[src/rtl/cpu_pkg.sv]
// Shared definitions for the CPU memory slice: default widths, loader state
// encoding and a small decode helper.
package cpu_pkg;

  localparam int DEF_ADDR_W = 4;
  localparam int DEF_DATA_W = 8;

  typedef enum logic [1:0] {
    IDLE = 2'd0,
    LOAD = 2'd1,
    DONE = 2'd2
  } load_state_t;

  // CPU strobes only take effect while the loader is not holding the memory.
  function automatic logic strobes_enabled(input load_state_t state);
    return state == IDLE;
  endfunction

endpackage

[src/rtl/ram_sp.sv]
// Single-port RAM: one synchronous write port, combinational read of the
// addressed word. Contents are never reset.
module ram_sp
  import cpu_pkg::*;
#(
  parameter int ADDR_W = DEF_ADDR_W,
  parameter int DATA_W = DEF_DATA_W
) (
  input  logic              clk,
  input  logic              we,
  input  logic [ADDR_W-1:0] addr,
  input  logic [DATA_W-1:0] wdata,
  output logic [DATA_W-1:0] rdata
);

  logic [DATA_W-1:0] mem_r [2**ADDR_W];

  always_ff @(posedge clk) begin
    if (we) begin
      mem_r[addr] <= wdata;
    end
  end

  assign rdata = mem_r[addr];

endmodule

[src/rtl/memory_unit.sv]
// CPU memory unit: MAR, RAM and read register on a shared bus, plus an
// optional external program loader compiled in when PROG_LOADER_EN is defined.
module memory_unit
  import cpu_pkg::*;
#(
  parameter int ADDR_W = DEF_ADDR_W,
  parameter int DATA_W = DEF_DATA_W
) (
  input  logic              clk,
  input  logic              rst,
  input  logic [DATA_W-1:0] bus_in,
  output logic [DATA_W-1:0] bus_out,
  output logic              bus_oe,
  input  logic              nLma,
  input  logic              nLmd,
  input  logic              nLr,
  input  logic              nCE,
  input  logic              prog_mode,
  input  logic              prog_valid,
  input  logic [DATA_W-1:0] prog_data,
  output logic              prog_ready,
  output logic              prog_done,
  output logic [ADDR_W-1:0] mar_out
);

  logic [ADDR_W-1:0] mar_r;
  logic [DATA_W-1:0] rd_q_r;
  load_state_t       state_s;
  logic              cpu_idle_s;
  logic              load_we_s;
  logic [ADDR_W-1:0] load_addr_s;
  logic [DATA_W-1:0] load_data_s;
  logic              ram_we_s;
  logic [ADDR_W-1:0] ram_addr_s;
  logic [DATA_W-1:0] ram_wdata_s;
  logic [DATA_W-1:0] ram_rdata_s;

`ifdef PROG_LOADER_EN
  load_state_t       state_r;
  logic [ADDR_W-1:0] count_r;

  // Loader FSM; an abort or reset keeps already written words, count restarts on entry.
  always_ff @(posedge clk) begin
    if (rst) begin
      state_r <= IDLE;
      count_r <= '0;
    end else begin
      case (state_r)
        IDLE: begin
          if (prog_mode) begin
            state_r <= LOAD;
            count_r <= '0;
          end
        end
        LOAD: begin
          if (prog_valid) begin
            count_r <= count_r + ADDR_W'(1);
          end
          if (!prog_mode) begin
            state_r <= IDLE;
          end else if (prog_valid && (count_r == '1)) begin
            state_r <= DONE;
          end
        end
        DONE: begin
          if (!prog_mode) begin
            state_r <= IDLE;
          end
        end
        default: begin
          state_r <= IDLE;
          count_r <= '0;
        end
      endcase
    end
  end

  assign state_s     = state_r;
  assign load_we_s   = (state_r == LOAD) && prog_valid;
  assign load_addr_s = count_r;
  assign load_data_s = prog_data;
`else
  logic unused_s;

  assign state_s     = IDLE;
  assign load_we_s   = 1'b0;
  assign load_addr_s = '0;
  assign load_data_s = '0;
  assign unused_s    = ^{prog_mode, prog_valid, prog_data};
`endif

  assign cpu_idle_s = strobes_enabled(state_s);

  // RAM port steering: the loader owns address/data while loading.
  always_comb begin
    ram_addr_s  = mar_r;
    ram_wdata_s = bus_in;
    ram_we_s    = 1'b0;
    if (rst) begin
      ram_we_s = 1'b0;
    end else if (state_s == LOAD) begin
      ram_addr_s  = load_addr_s;
      ram_wdata_s = load_data_s;
      ram_we_s    = load_we_s;
    end else if (cpu_idle_s) begin
      ram_we_s = ~nLmd;
    end else begin
      ram_we_s = 1'b0;
    end
  end

  ram_sp #(
    .ADDR_W (ADDR_W),
    .DATA_W (DATA_W)
  ) u_ram (
    .clk   (clk),
    .we    (ram_we_s),
    .addr  (ram_addr_s),
    .wdata (ram_wdata_s),
    .rdata (ram_rdata_s)
  );

  // MAR and read register; rd_q samples the pre-write word (read-before-write).
  always_ff @(posedge clk) begin
    if (rst) begin
      mar_r  <= '0;
      rd_q_r <= '0;
    end else begin
      if (cpu_idle_s && !nLma) begin
        mar_r <= bus_in[ADDR_W-1:0];
      end
      if (cpu_idle_s && !nLr) begin
        rd_q_r <= ram_rdata_s;
      end
    end
  end

  // Bus driver.
  always_comb begin
    bus_out = '0;
    bus_oe  = 1'b0;
    if (cpu_idle_s && !nCE) begin
      bus_out = rd_q_r;
      bus_oe  = 1'b1;
    end else begin
      bus_out = '0;
      bus_oe  = 1'b0;
    end
  end

  assign prog_ready = (state_s == LOAD);
  assign prog_done  = (state_s == DONE);
  assign mar_out    = mar_r;

endmodule
[config.mk]
export PLATFORM = sky130hd
export DESIGN_NAME = memory_unit
export DESIGN_NICKNAME = d
export VERILOG_FILES = /design/src/rtl/cpu_pkg.sv /design/src/rtl/ram_sp.sv /design/src/rtl/memory_unit.sv
export SDC_FILE = /design/constraint.sdc
export NUM_CORES = 1
export LEC_CHECK = 0
export CAP_MARGIN = 15
export CORE_UTILIZATION = 58
export DETAILED_ROUTE_END_ITERATION = 16
export PLACE_DENSITY = 0.79
export SYNTH_ARGS = -nofsm -noshare
export SYNTH_HDL_FRONTEND = slang
export SYNTH_SLANG_ARGS = --single-unit
[constraint.sdc]
create_clock -name clk -period 2.4 [get_ports clk]
set_input_delay 0.6 -clock clk [delete_from_list [all_inputs] [get_ports clk]]
set_output_delay 0.6 -clock clk [all_outputs]
set_load 0.03 [all_outputs]
==> reports/summary.txt, run 1 <==
Util after Layout: 0.7067
Vias per Instance: 6.334
DRC violations left: 0
Mapped Cells: 286
Max Cap Viol: 0
Place WS: 0.1337 ns
worst skew pair latency: 0.53 ns
Max stage delay cell, worst path: clkdlybuf4s50_1
vias in the first global route: 2,963
setup TNS: 0 ns
Max Freq: 455.7 MHz
most common cell after layout, fill and taps aside: edfxtp_1
post-synthesis simple-gate area fraction: 0.05447
status: completed
number of buffers added for setup after CTS: 0
Cell Chain, Critical Path: clkdlybuf4s50_1 > nor2b_1 > buf_4
die outline height: 99.30 microns
crit path capture type: primary output
TritonRoute pass-1 iters: 7
die area: 9860 sq um
port bufs: 26
initial antenna violation count: 0
Syn-to-layout area delta: 18.37%
pwr/cell area: 859.7 nW/um^2
Critical Path Source Type: primary input
sequential fraction of the synthesis area: 0.7438
CTS tree: done
fill count: 554
Synth Warn #: 0
slowest stage delay, CP: 0.58 ns
die width: 99.30 microns
crit-path leading delay family: buffers and inverters
H-tree Lvls: 4
core area: 9196 sq um
cts hold-fix bufs: 0
min-delay worst type: flop to flop
drt initial violations: 317
CTS buffer count: 17
Worst Setup Path Type: primary input to primary output
routed len/inst: 24.31 microns
dpl hpwl: 6466 microns
area of the multi-input gates: 1279 sq um
CTS resizes: 0
worst setup margin: 0.2057 ns
clock skew: 0.01283 ns
CP bufs+invs: 2
synthesized flop and latch total: 140
Final period util: 0.9143
multiplexer area fraction after synthesis: 0.1406
largest net degree at the start of global routing: 46
HP Start: rd_q_r[0]
slew margin rel.: 0.4923
Slew @ Worst Pin: 0.7591 ns
Fin. Hold Viols: 0
worst vdd ir: 0.6336 mV
Nets: 358
GRT Total Usage: 0.2543
register area: 4085 sq um
Clock Tree Buf Depth: 2
routed vias: 2,901
Cell Rows: 35
Post-Synth Adder-Cell Area: 0
Lkg Pwr: 0.002149 uW
final WL: 11,130 microns
Fin Hold WS: 0.5153 ns
gr ovfl total: 0
Reg2Reg Launch Point: mar_out[1]
Antenna Cells: 0
Final setup viols: 0
Starting Density: 0.5970
Cell Area, Synth: 5490 sq um
CP arrival: 1.59 ns
Compound-Gate Fraction of Synth Area: 0.03646
worst-path fanout max: 9
first-pass GRT wire length: 17,030 microns
count of different cell masters after synthesis: 27
post-synthesis xor/xnor area fraction: 0
RSZ-0062 raised after global routing: false
clk root buf: clkbuf_8
Final Slew Violations: 0
Required @ worst endpoint: 1.80 ns
Final GP Congestion: 0.7990
Reg clk slew, reported paths: 0.06 ns
syn avg cell area: 19.20 sq um
CTS Sinks: 140
post-route ant nets: 0
most frequent cells in the layout: edfxtp_1, buf_4, mux4_2
layout cells sized above 1: 0.2939
crit path time final: 2.194 ns
crit path launch: nCE
largest family of logic cells by synthesized area: multiplexers
Ports: 39
==> cell usage after synthesis, drive strengths merged <==
| cell type | count | area share |
|---|---|---|
| buf | 15 | 0.021 |
| nand3 | 1 | 0.00091 |
| nor2b | 17 | 0.019 |
| and2 | 1 | 0.0011 |
| edfxtp | 128 | 0.70 |
| a311oi | 8 | 0.013 |
| and3b | 1 | 0.0016 |
| nor2 | 18 | 0.012 |
| nor3b | 1 | 0.0023 |
| conb | 1 | 0.00068 |
| mux4 | 24 | 0.10 |
| a221oi | 8 | 0.013 |
| nand2b | 2 | 0.0023 |
| clkbuf | 4 | 0.0027 |
| dfxtp | 12 | 0.044 |
| nand3b | 2 | 0.0027 |
| mux2i | 4 | 0.0073 |
| nand2 | 9 | 0.0062 |
| mux2 | 16 | 0.033 |
| nor3 | 4 | 0.0036 |
| or4 | 1 | 0.0021 |
| a22oi | 8 | 0.011 |
| inv | 1 | 0.00068 |
==> metal layers <==
| metal | GRT usage | vias up | share of wire |
|---|---|---|---|
| met3 | 0.08433 | 40 | 0.080 |
| met2 | 0.3884 | 154 | 0.49 |
| li1 | - | 1251 | - |
| met1 | 0.3217 | 1456 | 0.38 |
| met5 | 0 | - | 0 |
| met4 | 0.1493 | 0 | 0.045 |
==> power by group <==
group          total (uW)  switching [uW]  internal, uW
Sequential           2710            12.9          2690
Combinational         325             192           133
Clock                2560             972          1580
==> metrics by stage <==
stage                     cell area, sq um  total power, uW  std cells
after floorplan                       5494             2954        287
after global routing                  6499             5745        458
after global placement                5912             3064        426
after detailed placement              5912             3078        426
final                                 6499             5587        458
after CTS                             6499             5625        458
==> registers in the layout, indices dropped and copies added (netlist names) <==
signal	count
rd_q_r	8
mar_out	4
u_ram.mem_r	128
==> cells by family after synthesis <==
kind of cell / Yosys count
AND/OR/NAND/NOR: 57
AO/OA/AOI/OAI: 24
flip-flops: 140
buffers and inverters: 20
other: 1
multiplexers: 44
==> worst paths after layout <==
kind	slack, ns	cells past startpoint	to
hold reg to reg	0.52	2	rd_q_r[0]
setup / recovery	0.21	3	bus_out[0]
setup reg to reg	0.53	4	rd_q_r[7]
hold / removal	0.52	2	rd_q_r[0]
==> layout make-up <==
class / count / area share
sequential: 140 / 0.6286
multi-input combinational: 127 / 0.1968
clock buffer: 18 / 0.06431
timing repair buffer: 47 / 0.06238
clock inverter: 14 / 0.02599
tap: 111 / 0.02137
inverter: 1 / 0.0005776
==> worst min-delay path: cells and delay by family (launching register included) <==
kind               cells  cell delay [ns]
and+or+nand+nor        1             0.10
DFF                    1             0.31
AOI/OAI and AO/OA      1             0.05
No activity file was read; power rests on OpenSTA's default activity.
==> inputs of run 2 (changes only) <==
CELL_PAD_IN_SITES_DETAIL_PLACEMENT = 1   (was not set)
CELL_PAD_IN_SITES_GLOBAL_PLACEMENT = 1   (was not set)
CORE_MARGIN = 3   (was not set)
CORE_UTILIZATION = 50   (was 58)
PLACE_DENSITY = not set   (was 0.79)
PLACE_DENSITY_LB_ADDON = 0.1   (was not set)
==> run 2 against run 1 <==
Effect of this change: non-clock buffer count rose by 7; die area is 24% higher; highest routed layer unchanged; sequential share of layout area shrank 0.46 points.
==> reports/summary.txt, run 2 (same netlist as run 1, synthesis figures left out) <==
Place WS: 0.1163 ns (-0.01739 ns)
CP arrival: 1.68 ns (+0.09 ns)
Cell Rows: 37 (+5.7%)
min-delay worst type: flop to flop
status: completed
max FFs per register: 128 (unchanged)
GRT Total Usage: 0.2072 (-0.04703)
first-pass GRT wire length: 18,490 microns (+8.6%)
Required @ worst endpoint: 1.80 ns (about the same)
Vias per Instance: 5.696 (-10%)
layout cells sized above 1: 0.3023 (+0.008312)
setup TNS: 0 ns (unchanged)
TritonRoute pass-1 iters: 4 (-3)
Worst Setup Path Type: flop to primary output
die width: 110.8 microns (+12%)
fin area: 6546 sq um (+0.73%)
crit path capture type: primary output
largest net degree at the start of global routing: 32 (-30%)
final WL: 11,840 microns (+6.3%)
Ports: 39 (unchanged)
crit path time final: 2.283 ns (+0.08904 ns)
Clock Tree Buf Depth: 2 (unchanged)
CTS buffer count: 17 (unchanged)
die area: 12,270 sq um (+24%)
gr ovfl total: 0 (unchanged)
Reg clk slew, reported paths: 0.06 ns (about the same)
Design Power: 5471 uW (-2.1%)
Max Freq: 438.0 MHz (-3.9%)
clock skew: 0.005334 ns (-0.007499 ns)
Critical Path Source Type: flop
worst-path fanout max: 8 (-1)
CTS resizes: 0 (unchanged)
Fin. Hold Viols: 0 (unchanged)
most frequent cells in the layout: edfxtp_1, buf_4, mux4_2
cts hold-fix bufs: 0 (unchanged)
post-route ant nets: 0 (unchanged)
Lkg Pwr: 0.002164 uW (+0.68%)
Starting Density: 0.5224 (-0.07456)
CTS tree: done
RSZ-0062 raised after global routing: false
dpl cell area: 5996 sq um (+1.4%)
dpl hpwl: 7347 microns (+14%)
pwr/cell area: 835.7 nW/um^2 (-2.8%)
number of buffers added for setup after CTS: 0 (unchanged)
CP bufs+invs: 1 (-1)
drt initial violations: 194 (-39%)
Max Cap Viol: 0 (unchanged)
die outline height: 110.8 microns (+12%)
Nets: 365 (+2.0%)
fill count: 895 (+62%)
slew margin rel.: 0.5319 (+0.03957)
Final GP Congestion: 0.7272 (-9.0%)
Antenna Cells: 0 (unchanged)
routed vias: 2,791 (-3.8%)
Final setup viols: 0 (unchanged)
Cell Chain, Critical Path: clkdlybuf4s50_1
DRC violations left: 0 (unchanged)
Max stage delay cell, worst path: clkdlybuf4s50_1
initial antenna violation count: 0 (unchanged)
Slew @ Worst Pin: 0.6999 ns (-0.05917 ns)
routed len/inst: 24.17 microns (-0.60%)
Final Slew Violations: 0 (unchanged)
Reg with most FFs: u_ram.mem_r
port bufs: 26 (unchanged)
worst setup margin: 0.1167 ns (-0.08904 ns)
Syn-to-layout area delta: 19.23%
Util after Layout: 0.6229 (-0.08374)
clk root buf: clkbuf_8
crit-path leading delay family: buffers and inverters
H-tree Lvls: 4 (unchanged)
core area: 10,510 sq um (+14%)
Final period util: 0.9514 (+0.03710)
CTS Sinks: 140 (unchanged)
worst skew pair latency: 0.52 ns (about the same)
vias in the first global route: 3,060 (+3.3%)
most common cell after layout, fill and taps aside: edfxtp_1
slowest stage delay, CP: 0.71 ns (+0.13 ns)
worst vdd ir: 0.4260 mV (-33%)
-- run 2: area by class of cell --
cell class                 instances  area [sq um]  share of cell area
multi-input combinational        127          1279              0.1953
clock inverter                    12         125.1             0.01911
clock buffer                      20         425.4             0.06498
sequential                       140          4085              0.6240
timing repair buffer              54         457.9             0.06995
inverter                           1         3.754           0.0005734
tap                              136         170.2             0.02599
-- run 2: layer usage --
layer / up-vias / global-route usage / routed length [microns]
met2: 68 / 0.3188 / 5726
met1: 1443 / 0.2867 / 5404
met3: 7 / 0.06168 / 585
li1: 1273 / - / -
met5: - / 0 / 0
met4: 0 / 0.06732 / 125
-- run 2: per-stage QoR --
step,hold WS (ns),std cells
2_1_floorplan,0.4745,287
3_3_place_gp,0.5008,458
3_5_place_dp,0.5119,458
4_1_cts,0.5226,490
5_1_grt,0.5362,490
6_report,0.5185,490
-- run 2: power breakdown --
part / switching (uW) / internal [uW]
registers: 16.0 / 2690
logic: 193 / 140
clock network: 958 / 1470
total: 1170 / 4300
-- run 2: final timing paths --
path         startpoint  slack (ns)    endpoint  cells past startpoint
max          mar_out[1]        0.12  mar_out[1]                      1
min           rd_q_r[7]        0.52   rd_q_r[7]                      2
max reg2reg  mar_out[1]        0.52   rd_q_r[6]                      4
min reg2reg   rd_q_r[7]        0.52   rd_q_r[7]                      2
==> RTL edit 1 (config.mk and constraints of run 2) <==
Add a define of `PROG_LOADER_EN`.
--- a/src/rtl/memory_unit.sv
+++ b/src/rtl/memory_unit.sv
@@ -1,4 +1,6 @@
 // CPU memory unit: MAR, RAM and read register on a shared bus, plus an
 // optional external program loader compiled in when PROG_LOADER_EN is defined.
+`define PROG_LOADER_EN
+
 module memory_unit
   import cpu_pkg::*;
Check against the original RTL: not equivalent (a bounded check fails within 4 cycles, from zero or initial values and one cycle with rst high).
==> RTL edit 1 against run 2 <==
- the flow now finishes with violations (setup timing)
- setup slack got worse by 0.13 ns
- area after synthesis increased by 11%
- sequential cell count grew 6
- total power rose by 14%
- global-route usage grew 7.6 points
- critical endpoint is now bus_out[6]
- design area up 23%
- utilization rose by 6.7 points
- routed wire length grew 55%
==> RTL edit 1: results (changes against run 2) <==
[synth]
synth-async-reset-ratio_pct = 0  ; unchanged
ys_ff_latch = 146  ; +4.3%
ys.flop_type = edfxtp_1
ys_warn_count = 0  ; unchanged
yosysSeqAreaShare_pct = 68.8  ; -5.6 points
synthTopCellsByArea = edfxtp_1 (63%), nand2_1 (6.7%), dfxtp_1 (5.9%)
ys_types = 36  ; +33%
netlist_top_cells_count = edfxtp_1 (128), nand2_1 (109), nor2_1 (44)
synth-edff-count = 128  ; unchanged

[run_status]
violations = setup timing
outcome = finished, violations left

[timing]
fin_ws_ns = -0.0121  ; -0.129 ns
setup_viol = 1  ; +1
finalClockSkew_ns = 0.0126  ; +0.00725 ns
final.setup.tns_ns = -0.0121  ; -0.0121 ns
tightest_slew_ns = 0.445  ; -0.255 ns

[final_layout]
n_antenna_cell = 0  ; unchanged
drive_gt1_share_pct = 27.1  ; -3.2 points
fin_nets = 609  ; +67%

[place]
gp_congestion = 0.818  ; +13%
pre_cts_slack_ns = -0.739  ; -0.855 ns
io_buffer_count = 38  ; +46%
dp_hpwl_um = 11900  ; +62%

[clock_tree]
clock-root-buffer = clkbuf_16
numCtsBuffers = 17  ; unchanged
clk-insertion-delay-late_ns = 0.43  ; -0.09 ns
clk_pin_slew_ns = 0.06  ; about the same

[global_routing]
antenna_found_initial = 0  ; unchanged
grt_usage_pct = 28.3  ; +7.6 points
grt_max_degree = 22  ; -31%
grt_pass1_wl_um = 27100  ; +46%
grt_pass1_vias = 4572  ; +49%

[pwr]
cellLeakagePower_nw = 2.85  ; +32%
ir_drop_uv = 680  ; +60%

[routing]
wl_per_cell_um = 24.9  ; +3.2%
drtIter0Drc = 469  ; +140%
drt_pre_antenna_iters = 6  ; +2
viasPerCell = 6.06  ; +6.4%

[worst_setup_path]
slowest_delay_ns = 0.46  ; -0.25 ns
worstPathMaxFanout = 9  ; +1

[RTL edit 1: path summary, 6_finish.rpt]
path	startpoint	end	slack [ns]	cells after the start
max reg2reg	state_r[1]$_SDFFE_PP0P_	rd_q_r[7]$_SDFFE_PP0P_	0.09	7
min reg2reg	rd_q_r[2]$_SDFFE_PP0P_	rd_q_r[2]$_SDFFE_PP0P_	0.52	2
min	rd_q_r[2]$_SDFFE_PP0P_	rd_q_r[2]$_SDFFE_PP0P_	0.52	2
max	nCE	bus_out[6]	-0.01	5
[RTL edit 1: final cells by class]
type,instances,area [um^2]
Sequential cell,146,4210
Fill cell,1099,3620
Multi-Input combinational cell,311,2000
Timing Repair Buffer,107,1040
Clock buffer,18,429
Clock inverter,12,183
Tap cell,143,179
Inverter,1,3.75
[RTL edit 1: per-layer routing]
layer	part of all wire, %	up-vias	track usage [%]
li1	-	1967	-
met1	40	2240	36.0
met2	50	217	47.0
met3	7.0	49	7.31
met5	0	-	0
met4	3.0	0	10.4
[RTL edit 1: kinds of logic after synthesis]
logic type | after synthesis | synth area share (%)
AND/OR/NAND/NOR | 210 | 15.0
flip-flops | 146 | 68.8
AO/OA/AOI/OAI | 62 | 6.72
multiplexers | 38 | 6.74
buffers and inverters | 27 | 2.48
adder cells (fa/ha/maj) | 1 | 0.205
[RTL edit 1: power breakdown]
| group | internal (mW) | switching, mW |
|---|---|---|
| Clock | 1.73 | 1.04 |
| Combinational | 0.264 | 0.367 |
| Sequential | 2.81 | 0.0219 |
| Total | 4.81 | 1.43 |
[RTL edit 1: what timing repair did]
| item | in CTS | in global routing |
|---|---|---|
| buffers inserted | 2 | 1 |
| pin swaps | 1 | 4 |
| gates resized for setup | 6 | 29 |
| setup endpoints to repair | 138 | 52 |
| cloned | 0 | 1 |
[RTL edit 1: worst reg2reg max path, stage by stage (launching register included)]
cell and delay [ns]:
dfxtp_1 0.36, or3b_4 0.49, nor3_1 0.23, nor2_1 0.18, nor2_1 0.36, a22oi_1 0.19
buf_4 0.18, a311oi_1 0.23
[RTL edit 1: through the flow]
step	area (um^2)	power, mW	instances	util, %
final	8040	6.23	738	69.0
after global routing	8040	6.39	738	69.0
after CTS	7940	6.23	736	68.1
after detailed placement	7290	3.47	704	62.5
after global placement	7290	3.44	704	62.5
after floorplan	6270	3.17	484	-
==> RTL edit 2 (flow settings as in run 2) <==
Without the edit above. Set the package constant `DEF_ADDR_W` to 2 (it was 4).
--- a/src/rtl/cpu_pkg.sv
+++ b/src/rtl/cpu_pkg.sv
@@ -3,5 +3,5 @@
 package cpu_pkg;
 
-  localparam int DEF_ADDR_W = 4;
+  localparam int DEF_ADDR_W = 2;
   localparam int DEF_DATA_W = 8;
 
Ports: changed (resized mar_out); port bits go from 39 to 37. The function was not compared with the original's and may differ.
==> RTL edit 2 against run 2 <==
- setup slack improved by 0.16 ns
- sequential power decreased by 70%
- area after synthesis decreased by 68%
- critical path depth increased by 2
- global-route usage decreased by 1.8 points
- maximum frequency increased by 7.6%
- worst hold slack got worse by 0.038 ns
- non-clock buffer count decreased by 18
- total power decreased by 74%
- sequential share of layout area decreased by 7.8 points
- sequential cell count decreased by 98
- register-to-register slack improved by 0.27 ns
- design area decreased by 68%
- routed wire length decreased by 71%
- critical endpoint is now bus_out[7]
- largest cell class unchanged
==> RTL edit 2: results (changes against run 2) <==
[clock_tree]
clk_pin_slew_ns = 0.12  ; +0.06 ns
htreeDepth = 2  ; -2
clk-insertion-delay-late_ns = 0.35  ; -0.17 ns
clock-root-buffer = clkbuf_4

[global_routing]
grt_pass1_vias = 1126  ; -63%
grt_pass1_wl_um = 5660  ; -69%
grt_usage_pct = 19.0  ; -1.8 points

[worst_setup_path]
reg2reg_depth = 3  ; -1
r2r-end = u_ram.mem_r[3][0]$_DFFE_PP_
worstPathMaxFanout = 9  ; +1
slowest_delay_ns = 0.56  ; -0.15 ns
startpoint = nCE
cp-endpoint = bus_out[7]

[synth]
netlist_top_cells_count = edfxtp_1 (32), dfxtp_1 (10), nand2_1 (9)
synthTopCellsByArea = edfxtp_1 (55%), dfxtp_1 (11%), a211oi_2 (5.0%)
ys_types = 23  ; -15%

[timing]
fin_hold_ws_ns = 0.481  ; -0.0377 ns

[place]
gp_congestion = 0.770  ; +5.9%
place_area_mm2 = 0.00204  ; -66%

[final_layout]
drive_gt1_share_pct = 28.8  ; -1.5 points
fill_cells = 318  ; -64%

[worst_hold_path]
min_from = rd_q_r[3]$_SDFFE_PP0N_
hold_end = rd_q_r[3]$_SDFFE_PP0N_

[routing]
wl_per_cell_um = 17.4  ; -28%
viasPerCell = 5.34  ; -6.2%
drtIter0Drc = 43  ; -78%

[run_status]
outcome = completed

[pwr]
clkPwrFrac_pct = 31.8  ; -13 points
ir_drop_uv = 444  ; +4.1%
pwr-share-comb_pct = 10.6  ; +4.5 points
switching_share_pct = 22.8  ; +1.5 points

-- RTL edit 2: cell count changes in the layout (fill, tap and decap cells not counted), moves of 9 or more --
cell / run 2 / this run
edfxtp_1: 128 / 32
mux4_2: 21 / 0
buf_4: 37 / 21
clkbuf_16: 16 / 0
mux2_2: 16 / 0
nor2_1: 18 / 2
nor2b_1: 17 / 8
-- RTL edit 2: metrics by stage --
stage	util [%]	setup slack [ns]	cells	total power, mW
floorplan	-	0.138	118	0.916
global placement	64.3	0.301	189	0.973
detailed placement	64.3	0.249	189	0.979
CTS	66.9	0.246	197	1.43
global route	66.9	0.182	197	1.47
finish	66.9	0.278	197	1.41
-- RTL edit 2: metal layers --
metal / part of all wire, % / wire, um / track usage (%)
met1: 39 / 1350 / 21.7
met2: 53 / 1830 / 33.7
met3: 6.5 / 223 / 5.72
met4: 0.84 / 29 / 6.22
met5: 0 / 0 / 0
-- RTL edit 2: cell families after synthesis --
| kind of cell | after synthesis | share of synthesized area [%] |
|---|---|---|
| AOI/OAI and AO/OA | 15 | 8.33 |
| other | 1 | 0.215 |
| muxes | 10 | 7.18 |
| DFF | 42 | 66.6 |
| buffers and inverters | 11 | 4.31 |
| and+or+nand+nor | 38 | 13.4 |
-- RTL edit 2: area by class of cell --
cell class	instances	share of cell area (%)
multi-input cells	65	24.0
repair buffers	36	14.5
clock inverters	3	2.12
well taps	44	2.59
clock buffers	5	1.77
inverters	2	0.353
flip-flops and latches	42	54.7
-- RTL edit 2: critical path: cells and delay by family --
| family | cells | cell delay (ns) |
|---|---|---|
| buf+inv | 2 | 0.74 |
| simple gates | 1 | 0.19 |
